`config.mk`:
```
export PLATFORM = sky130hd
export DESIGN_NAME = hit_coincidence_latch_flat
export DESIGN_NICKNAME = d
export VERILOG_FILES = /design/src/rtl/hit_coincidence_latch_if.sv /design/src/rtl/hit_coincidence_latch.sv /design/src/flat_wrapper.sv
export SDC_FILE = /design/constraint.sdc
export NUM_CORES = 1
export LEC_CHECK = 0
export ABC_CLOCK_PERIOD_IN_PS = 1900
export CORE_MARGIN = 4
export CORE_UTILIZATION = 53
export CTS_CLUSTER_SIZE = 40
export DETAILED_ROUTE_END_ITERATION = 10
export PLACE_DENSITY = 0.74
export SYNTH_ARGS = -nofsm -noshare
export SYNTH_HDL_FRONTEND = slang
export SYNTH_SLANG_ARGS = --single-unit
export TNS_END_PERCENT = 100
```
`constraint.sdc`:
```
create_clock -name clk_copy -period 1.9 [get_ports clk_copy]
set_input_delay 0.285 -clock clk_copy [delete_from_list [all_inputs] [get_ports clk_copy]]
set_output_delay 0.285 -clock clk_copy [all_outputs]
set_load 0.02 [all_outputs]
```
`src/rtl/hit_coincidence_latch_if.sv`:
```
`default_nettype none
// ============================================================================
//  Module      : hit_coincidence_latch_if
//  Description : Event readout bundle carrying one latched coincidence event
//                from the hit latch to downstream readout.
//                  evt_valid - event held and available (producer -> consumer)
//                  evt_ready - consumer accepts the event (consumer -> producer)
//                  evt_mask  - channels hit within the coincidence window
//                  evt_ts    - timestamp of the window-opening hit
//                Modports: master (producer side), slave (consumer side).
//  Revision    : 1.0 - initial release
// ============================================================================
interface hit_coincidence_latch_if #(
  parameter int N_CH     = 8,
  parameter int TS_WIDTH = 16
);
  logic                evt_valid;
  logic                evt_ready;
  logic [N_CH-1:0]     evt_mask;
  logic [TS_WIDTH-1:0] evt_ts;

  modport master (output evt_valid, output evt_mask, output evt_ts, input evt_ready);
  modport slave  (input evt_valid, input evt_mask, input evt_ts, output evt_ready);
endinterface
`default_nettype wire

```
`src/rtl/hit_coincidence_latch.sv`:
```
`default_nettype none
// ============================================================================
//  Module      : hit_coincidence_latch
//  Description : Multi-channel hit latch. Synchronises asynchronous
//                discriminator inputs, detects rising edges, groups hits
//                inside a coincidence window into one timestamped event and
//                holds it until readout accepts it. Hits arriving while an
//                event is held are counted as missed (saturating).
//  Ports       : clk_copy   - sole clock, rising edge
//                rst_n      - asynchronous active-low reset
//                s          - asynchronous hit inputs, one per channel
//                clear      - synchronous soft clear (highest priority)
//                evt        - event handshake bundle (master side)
//                missed_cnt - saturating count of cycles with dropped hits
//                armed      - high while waiting for a window-opening hit
//  Revision    : 1.0 - initial release
// ============================================================================
module hit_coincidence_latch #(
  parameter int N_CH        = 8,
  parameter int SYNC_STAGES = 2,
  parameter int WINDOW      = 4,
  parameter int TS_WIDTH    = 16,
  parameter int MISS_WIDTH  = 8
) (
  input  logic                   clk_copy,
  input  logic                   rst_n,
  input  logic [N_CH-1:0]        s,
  input  logic                   clear,
  hit_coincidence_latch_if.master evt,
  output logic [MISS_WIDTH-1:0]  missed_cnt,
  output logic                   armed
);

  // Window counter only needs to hold WINDOW-1 down to 1.
  localparam int              WCW      = (WINDOW > 1) ? $clog2(WINDOW) : 1;
  localparam logic [WCW-1:0]  W_INIT   = WCW'(WINDOW - 1);
  localparam logic [WCW-1:0]  W_LAST   = WCW'(1);
  localparam logic [MISS_WIDTH-1:0] MISS_MAX = '1;

  typedef enum logic [1:0] {
    ST_IDLE   = 2'd0,
    ST_WINDOW = 2'd1,
    ST_HOLD   = 2'd2
  } state_t;

  state_t                             state;
  logic [SYNC_STAGES-1:0][N_CH-1:0]   sync_q;
  logic [N_CH-1:0]                    sy_d;
  logic [N_CH-1:0]                    hit;
  logic [TS_WIDTH-1:0]                ts_cnt;
  logic [WCW-1:0]                     wcnt;

  // Synchroniser chain plus one extra flop for edge detection. Soft clear
  // deliberately leaves these alone so a level already high stays quiet.
  always_ff @(posedge clk_copy or negedge rst_n) begin
    if (!rst_n) begin
      sync_q <= '0;
      sy_d   <= '0;
    end else begin
      sync_q <= {sync_q[SYNC_STAGES-2:0], s};
      sy_d   <= sync_q[SYNC_STAGES-1];
    end
  end

  assign hit = sync_q[SYNC_STAGES-1] & ~sy_d;

  // Free-running timestamp; only a hard reset restarts it.
  always_ff @(posedge clk_copy or negedge rst_n) begin
    if (!rst_n) begin
      ts_cnt <= '0;
    end else begin
      ts_cnt <= ts_cnt + TS_WIDTH'(1);
    end
  end

  always_ff @(posedge clk_copy or negedge rst_n) begin
    if (!rst_n) begin
      state         <= ST_IDLE;
      evt.evt_valid <= 1'b0;
      evt.evt_mask  <= '0;
      evt.evt_ts    <= '0;
      wcnt          <= '0;
      missed_cnt    <= '0;
      armed         <= 1'b1;
    end else if (clear) begin
      state         <= ST_IDLE;
      evt.evt_valid <= 1'b0;
      evt.evt_mask  <= '0;
      evt.evt_ts    <= '0;
      wcnt          <= '0;
      missed_cnt    <= '0;
      armed         <= 1'b1;
    end else begin
      case (state)
        ST_IDLE: begin
          if (|hit) begin
            evt.evt_mask <= hit;
            evt.evt_ts   <= ts_cnt;
            wcnt         <= W_INIT;
            armed        <= 1'b0;
            // A one-cycle window closes in the opening cycle itself.
            if (WINDOW > 1) begin
              state <= ST_WINDOW;
            end else begin
              state         <= ST_HOLD;
              evt.evt_valid <= 1'b1;
            end
          end
        end

        ST_WINDOW: begin
          evt.evt_mask <= evt.evt_mask | hit;
          if (wcnt == W_LAST) begin
            state         <= ST_HOLD;
            evt.evt_valid <= 1'b1;
          end else begin
            wcnt <= wcnt - W_LAST;
          end
        end

        ST_HOLD: begin
          // Hits in the handshake cycle still count as missed.
          if ((|hit) && (missed_cnt != MISS_MAX)) begin
            missed_cnt <= missed_cnt + MISS_WIDTH'(1);
          end
          if (evt.evt_ready) begin
            state         <= ST_IDLE;
            evt.evt_valid <= 1'b0;
            evt.evt_mask  <= '0;
            armed         <= 1'b1;
          end
        end

        default: begin
          state         <= ST_IDLE;
          evt.evt_valid <= 1'b0;
          armed         <= 1'b1;
        end
      endcase
    end
  end

endmodule
`default_nettype wire

```
`src/flat_wrapper.sv`:
```
// flat-port wrapper written by rule: the top's interface ports become plain ports
module hit_coincidence_latch_flat 
#(
  parameter int N_CH        = 8,
  parameter int SYNC_STAGES = 2,
  parameter int WINDOW      = 4,
  parameter int TS_WIDTH    = 16,
  parameter int MISS_WIDTH  = 8
)
  (clk_copy, rst_n, s, clear, missed_cnt, armed, evt_evt_valid, evt_evt_mask, evt_evt_ts, evt_evt_ready);
  hit_coincidence_latch_if #(.N_CH(N_CH), .TS_WIDTH(TS_WIDTH)) evt_i ();
  input  logic clk_copy;
  input  logic rst_n;
  input  logic [N_CH-1:0] s;
  input  logic clear;
  output logic [MISS_WIDTH-1:0] missed_cnt;
  output logic armed;
  output wire logic [$bits(evt_i.evt_valid)-1:0] evt_evt_valid;
  output wire logic [$bits(evt_i.evt_mask)-1:0] evt_evt_mask;
  output wire logic [$bits(evt_i.evt_ts)-1:0] evt_evt_ts;
  input wire logic [$bits(evt_i.evt_ready)-1:0] evt_evt_ready;
  assign evt_evt_valid = evt_i.evt_valid;
  assign evt_evt_mask = evt_i.evt_mask;
  assign evt_evt_ts = evt_i.evt_ts;
  assign evt_i.evt_ready = evt_evt_ready;
  hit_coincidence_latch #(.N_CH(N_CH), .SYNC_STAGES(SYNC_STAGES), .WINDOW(WINDOW), .TS_WIDTH(TS_WIDTH), .MISS_WIDTH(MISS_WIDTH)) u_core (.clk_copy(clk_copy), .rst_n(rst_n), .s(s), .clear(clear), .evt(evt_i), .missed_cnt(missed_cnt), .armed(armed));
endmodule
```
# After elaboration in Yosys (flattened, before gate mapping)
# Index checks and enable logic that the tools add are counted.
[word_totals]
output_inout_bits = 34
ff_bits = 78
[classes]
bitwise_logic = 3
n_reduce_logical = 16
muxes = 27
add_sub_neg = 3
eq_ne = 10
[op_table]
columns = ["op", "n"]
rows = [
  ["16-bit two-way mux", 3],
  ["8-bit two-way mux", 6],
  ["8-bit one-hot mux with 3 select lines", 1],
  ["16-bit by 1-bit adder with 16-bit output (second input constant)", 1],
  ["3-bit AND reduction", 5],
  ["2-bit two-way mux", 7],
  ["8-bit by 1-bit adder with 8-bit output (second input constant)", 1],
  ["8-bit bitwise AND", 1],
  ["8-bit inequality test (second input constant)", 1],
  ["8-bit NOT", 1],
  ["8-bit OR", 1],
  ["2-bit nonzero test", 4],
  ["8-bit OR reduction", 1],
  ["1-bit two-way mux", 6],
  ["3-bit by 2-bit inequality test with 1-bit output (second input constant)", 2],
  ["3-bit inequality test (second input constant)", 2],
  ["1-bit one-hot mux with 3 select lines", 2],
  ["2-bit one-hot mux with 3 select lines", 1],
  ["2-bit by 1-bit == test with 1-bit output (second input constant)", 2],
  ["2-bit inequality test (second input constant)", 2],
  ["2-bit one-hot mux with 2 select lines", 1],
  ["2-bit AND reduction", 2],
  ["4-bit nonzero test", 1],
  ["3-bit nonzero test", 1],
  ["other kinds (4)", 4],
]

# Depth between registers and ports, before layout
# Gate-level depths: netlist of the first run.
[depth]
word_depth = 7
depth_mapped = 6
mapped_depth_nobuf = 6

# Worst setup path before layout of the first run
# Ideal clock, no wire load.
[synth_timing]
kind = "register to register"
from = "register u_core.missed_cnt[0]"
to = "register u_core.missed_cnt[7]"
slack_ps = 102
arrival_time_ps = 1720
stages_incl_launch_ff = 7
n_path_buf = 0
setup_time_ps = 78
path_cell_list = "dfrtp_1 > ha_1 > and4_1 > nand4_1 > nand3_1 > or4_1 > a21oi_1"
[synth_between]
elab_chain_len = 4
word_cells_on_any_way = 8
cone_classes = "add/sub (1); eq/ne (1); mux (3); reduce/logical (3)"
[synth_lines]
columns = ["item", "line", "source"]
rows = [
  ["start: declaration", "hit_coincidence_latch.sv:30", "output logic [MISS_WIDTH-1:0] missed_cnt,"],
  ["start signal: assignment", "hit_coincidence_latch.sv:124", "missed_cnt <= missed_cnt + MISS_WIDTH'(1);"],
  ["8-bit by 1-bit adder with 8-bit output / 8-bit inequality test (equally long branches)", "hit_coincidence_latch.sv:124, hit_coincidence_latch.sv:123", ""],
  ["8-bit two-way mux / 1-bit logical AND (equally long branches)", "hit_coincidence_latch.sv:123", "if ((|hit) && (missed_cnt != MISS_MAX)) begin"],
  ["8-bit two-way mux / 2-bit nonzero test (equally long branches)", "-", ""],
  ["8-bit two-way mux / 2-bit AND reduction (equally long branches)", "-", ""],
]
# Several ways; a longest one is shown, not always the timed one. The select of a mux whose other input is x is not followed.
# A chain may end at the register's enable or synchronous reset.

# Worst setup path after layout of the first run
[layout_timing]
from = "register u_core.missed_cnt[0]"
to = "register u_core.missed_cnt[0]"
# Same word-level chain as after synthesis.

==> results of run 1 <==
timing repair:
action / in CTS / in global routing
endpoints found under the hold margin: 37 / 0
pin swaps: 0 / 0
hold buffers: 1 / 0
endpoints found under the setup margin: 24 / 1
gates resized for setup: 2 / 1
setup buffers: 0 / 1
path summary, 6_finish.rpt:
| check | endpoint | start | slack, ns |
|---|---|---|---|
| min reg2reg | u_core.sync_q[12] | u_core.sync_q[4] | 0.35 |
| max reg2reg | u_core.missed_cnt[0] | u_core.missed_cnt[0] | 0.11 |
| min in group asynchronous | u_core.sync_q[6] | rst_n | 0.46 |
| max in group asynchronous | u_core.ts_cnt[9] | rst_n | 0.90 |
| max | u_core.missed_cnt[0] | u_core.missed_cnt[0] | 0.11 |
| min | u_core.sync_q[12] | u_core.sync_q[4] | 0.35 |
logic make-up (layout without fill, tap and decap cells):
logic type,count (synthesis),in the layout
compound gates,42,42
simple gates,75,75
mux,7,7
fa+ha+maj,7,7
buf+inv,10,80
flops,78,78
xor+xnor,14,14
placed cells by master, fill, tap and decap left out, types with 7 or more instances in the layout:
cell type	n
xnor2_1	9
nand4_1	7
nor2_1	13
buf_4	12
clkdlybuf4s50_1	44
nand2_1	8
dfrtp_1	77
ha_1	7
clkbuf_8	11
a22o_1	24
nor2b_1	14
state kept, by name, indices dropped and copies added, names as in the netlist:
| name | count |
|---|---|
| u_core.armed | 1 |
| u_core.evt.evt_mask | 8 |
| u_core.evt.evt_ts | 16 |
| u_core.evt.evt_valid | 1 |
| u_core.missed_cnt | 8 |
| u_core.state | 2 |
| u_core.sy_d | 8 |
| u_core.sync_q | 16 |
| u_core.ts_cnt | 16 |
| u_core.wcnt | 2 |
synth_stat cells (all sizes together):
cell type	count
nor2	13
inv	6
and4	4
mux2i	3
a22o	24
nand4	7
a2111oi	1
nor3	3
o21ba	1
dfstp	1
a31oi	4
a211oi	2
nand3	8
ha	7
or2	1
a21oi	4
clkbuf	2
and3	5
or4	1
and3b	1
and2	1
o31ai	1
dfrtp	77
nand2b	5
or3	1
buf	2
nor2b	14
a211o	1
mux2	4
nand2	9
a41oi	1
a221oi	1
nor4	2
o21ai	2
xnor2	9
xor2	5
report_power, final:
group	switching, uW	internal [uW]
Sequential	84.7	1810
Clock	565	537
Combinational	628	551
stage by stage:
step	area [um^2]	hold WS, ns	power (uW)
3_5_place_dp	3747	0.2871	3098
2_1_floorplan	3118	-0.01059	2621
6_report	3956	0.3493	4179
4_1_cts	3944	0.3512	4223
5_1_grt	3956	0.3571	4395
3_3_place_gp	3747	0.2866	3066
routing by layer:
| layer | track usage | wire length (um) | vias to the layer above |
|---|---|---|---|
| met3 | 0.04024 | 206 | 5 |
| met4 | 0.06331 | 43 | 0 |
| met2 | 0.2349 | 2464 | 36 |
| met5 | 0 | 0 | - |
| li1 | - | - | 976 |
| met1 | 0.2468 | 2841 | 978 |
cell type report:
class	instances	share of cell area
multi-input cells	145	0.2868
inverters	6	0.005693
clock buffers	12	0.03922
flip-flops and latches	78	0.4937
well taps	72	0.02277
repair buffers	59	0.1467
clock inverters	3	0.005060
==> run metrics, run 1 <==
Max FO, Critical Path 5; maximum VDD drop 0.0006204 V; die width 84.70 um; Top delay family on crit path simple AND/OR/NAND/NOR gates; fmax 0.5591 GHz; post-synthesis net count 252; Core ar. 5608 um^2; Worst Tran Pin Value 0.6461 ns; Inserted Diodes 0; CP endpoint kind flop; # clock sinks 78; setup_tns 0 ns; max_slew headroom 0.5679; Crit path buffers/inverters 1; PwrDens 1056 nW/um^2; RSZ-0062 raised after global routing false; post-DR vias/cell 5.320; CP Cell Sequence ha_1, and4_1, nand4_1, buf_4, and3_4, mux2_4; initial antenna violation count 0; largest family of logic cells by synthesized area simple AND/OR/NAND/NOR gates; Mapped Cells 233; Synth Area in Simple Gates 0.1489; root buffer cell clkbuf_8; vias 1995; Critical Path Slowest Stage Cell dfrtp_1; Worst EP required 2.13 ns; total CTS buffers 9; area of the multi-input gates 1135 um^2; status finished, final reports clean; Lkg Pwr 0.001780 uW; Wirelength per Cell 14.81 um; CTS tree yes; Register Area 1953 um^2; DIE HEIGHT 84.70 um; post-synth top area share 0.6180; Hold Vio Cnt, Final 0; XOR/XNOR Fraction of Synth Area 0.03933; fillcell total 420; Buffers on Ports 45; maximum number of pins on one net before global-route repair 41; first-pass GRT wire length 9.542 mm; DR iter-0 viols 86; die area 7174 um^2; mux cell area share after synthesis 0.02528; I/O Pins 46; Area contributors post-synth dfrtp_1 (62%), a22o_1 (6.7%), ha_1 (2.8%), nor2b_1 (2.8%), xnor2_1 (2.5%); Total GRT Usage 0.1656; setup slack after layout 0.1115 ns; CP Class reg2reg; fraction of layout cells with a size suffix above 1 0.1485; post-layout min period 1.789 ns; max-slew violations 0; post-synthesis sequential area ratio 0.6264; Compound-Gate Fraction of Synth Area 0.1172; drt drc 0; R2R depth 6; Initial Utilization 0.5560; YS warnings 0; Synth Area in Adders 0.02809; DP Cell Count 358; Non-Filler Instances 375; Syn Area/Cell 13.38 um^2; Synth cell types 46; hold crit path type reg2reg; first-pass detailed-route iteration total 4; synthesized flop and latch total 78; ANT nets after route 0; gr ovfl total 0; Core Rows 27; fin crit share 0.9413; Levels on crit path 6; Mapped Area 3118 um^2; skew final 0.006751 ns; dpl hpwl 3.811 mm; Finish-stage setup viols 0; Clk Latency, worst-skew pair 0.34 ns; largest buffer count on any clock path 2; WHS Path Cells 0; synth-to-layout area growth 26.89%; CP peak stage delay 0.41 ns; Routed WL 5.555 mm; max-capacitance violation count 0; Setup Slack @ Placement -0.1653 ns; leading area contributor after synthesis dfrtp_1; number of global-route vias before repair 2017; register clock-pin slew on the reported worst setup and hold paths 0.08 ns; CTS H-tree lvls 3; Worst EP arrival 2.02 ns; RePlAce Congestion 0.8381; fin nets 318; Startpoint Class flop; fin util 0.7055
Power figures use the tool's default switching activity.
==> run 2, diff against run 1 <==
--- a/config.mk
+++ b/config.mk
@@ -5,6 +5,7 @@
 export SDC_FILE = /design/constraint.sdc
 export NUM_CORES = 1
 export LEC_CHECK = 0
+export ABC_AREA = 0
 export ABC_CLOCK_PERIOD_IN_PS = 1900
 export CORE_MARGIN = 4
 export CORE_UTILIZATION = 53
==> results of run 2 <==
Final layout, timing and power as in run 1 (identical DEF).
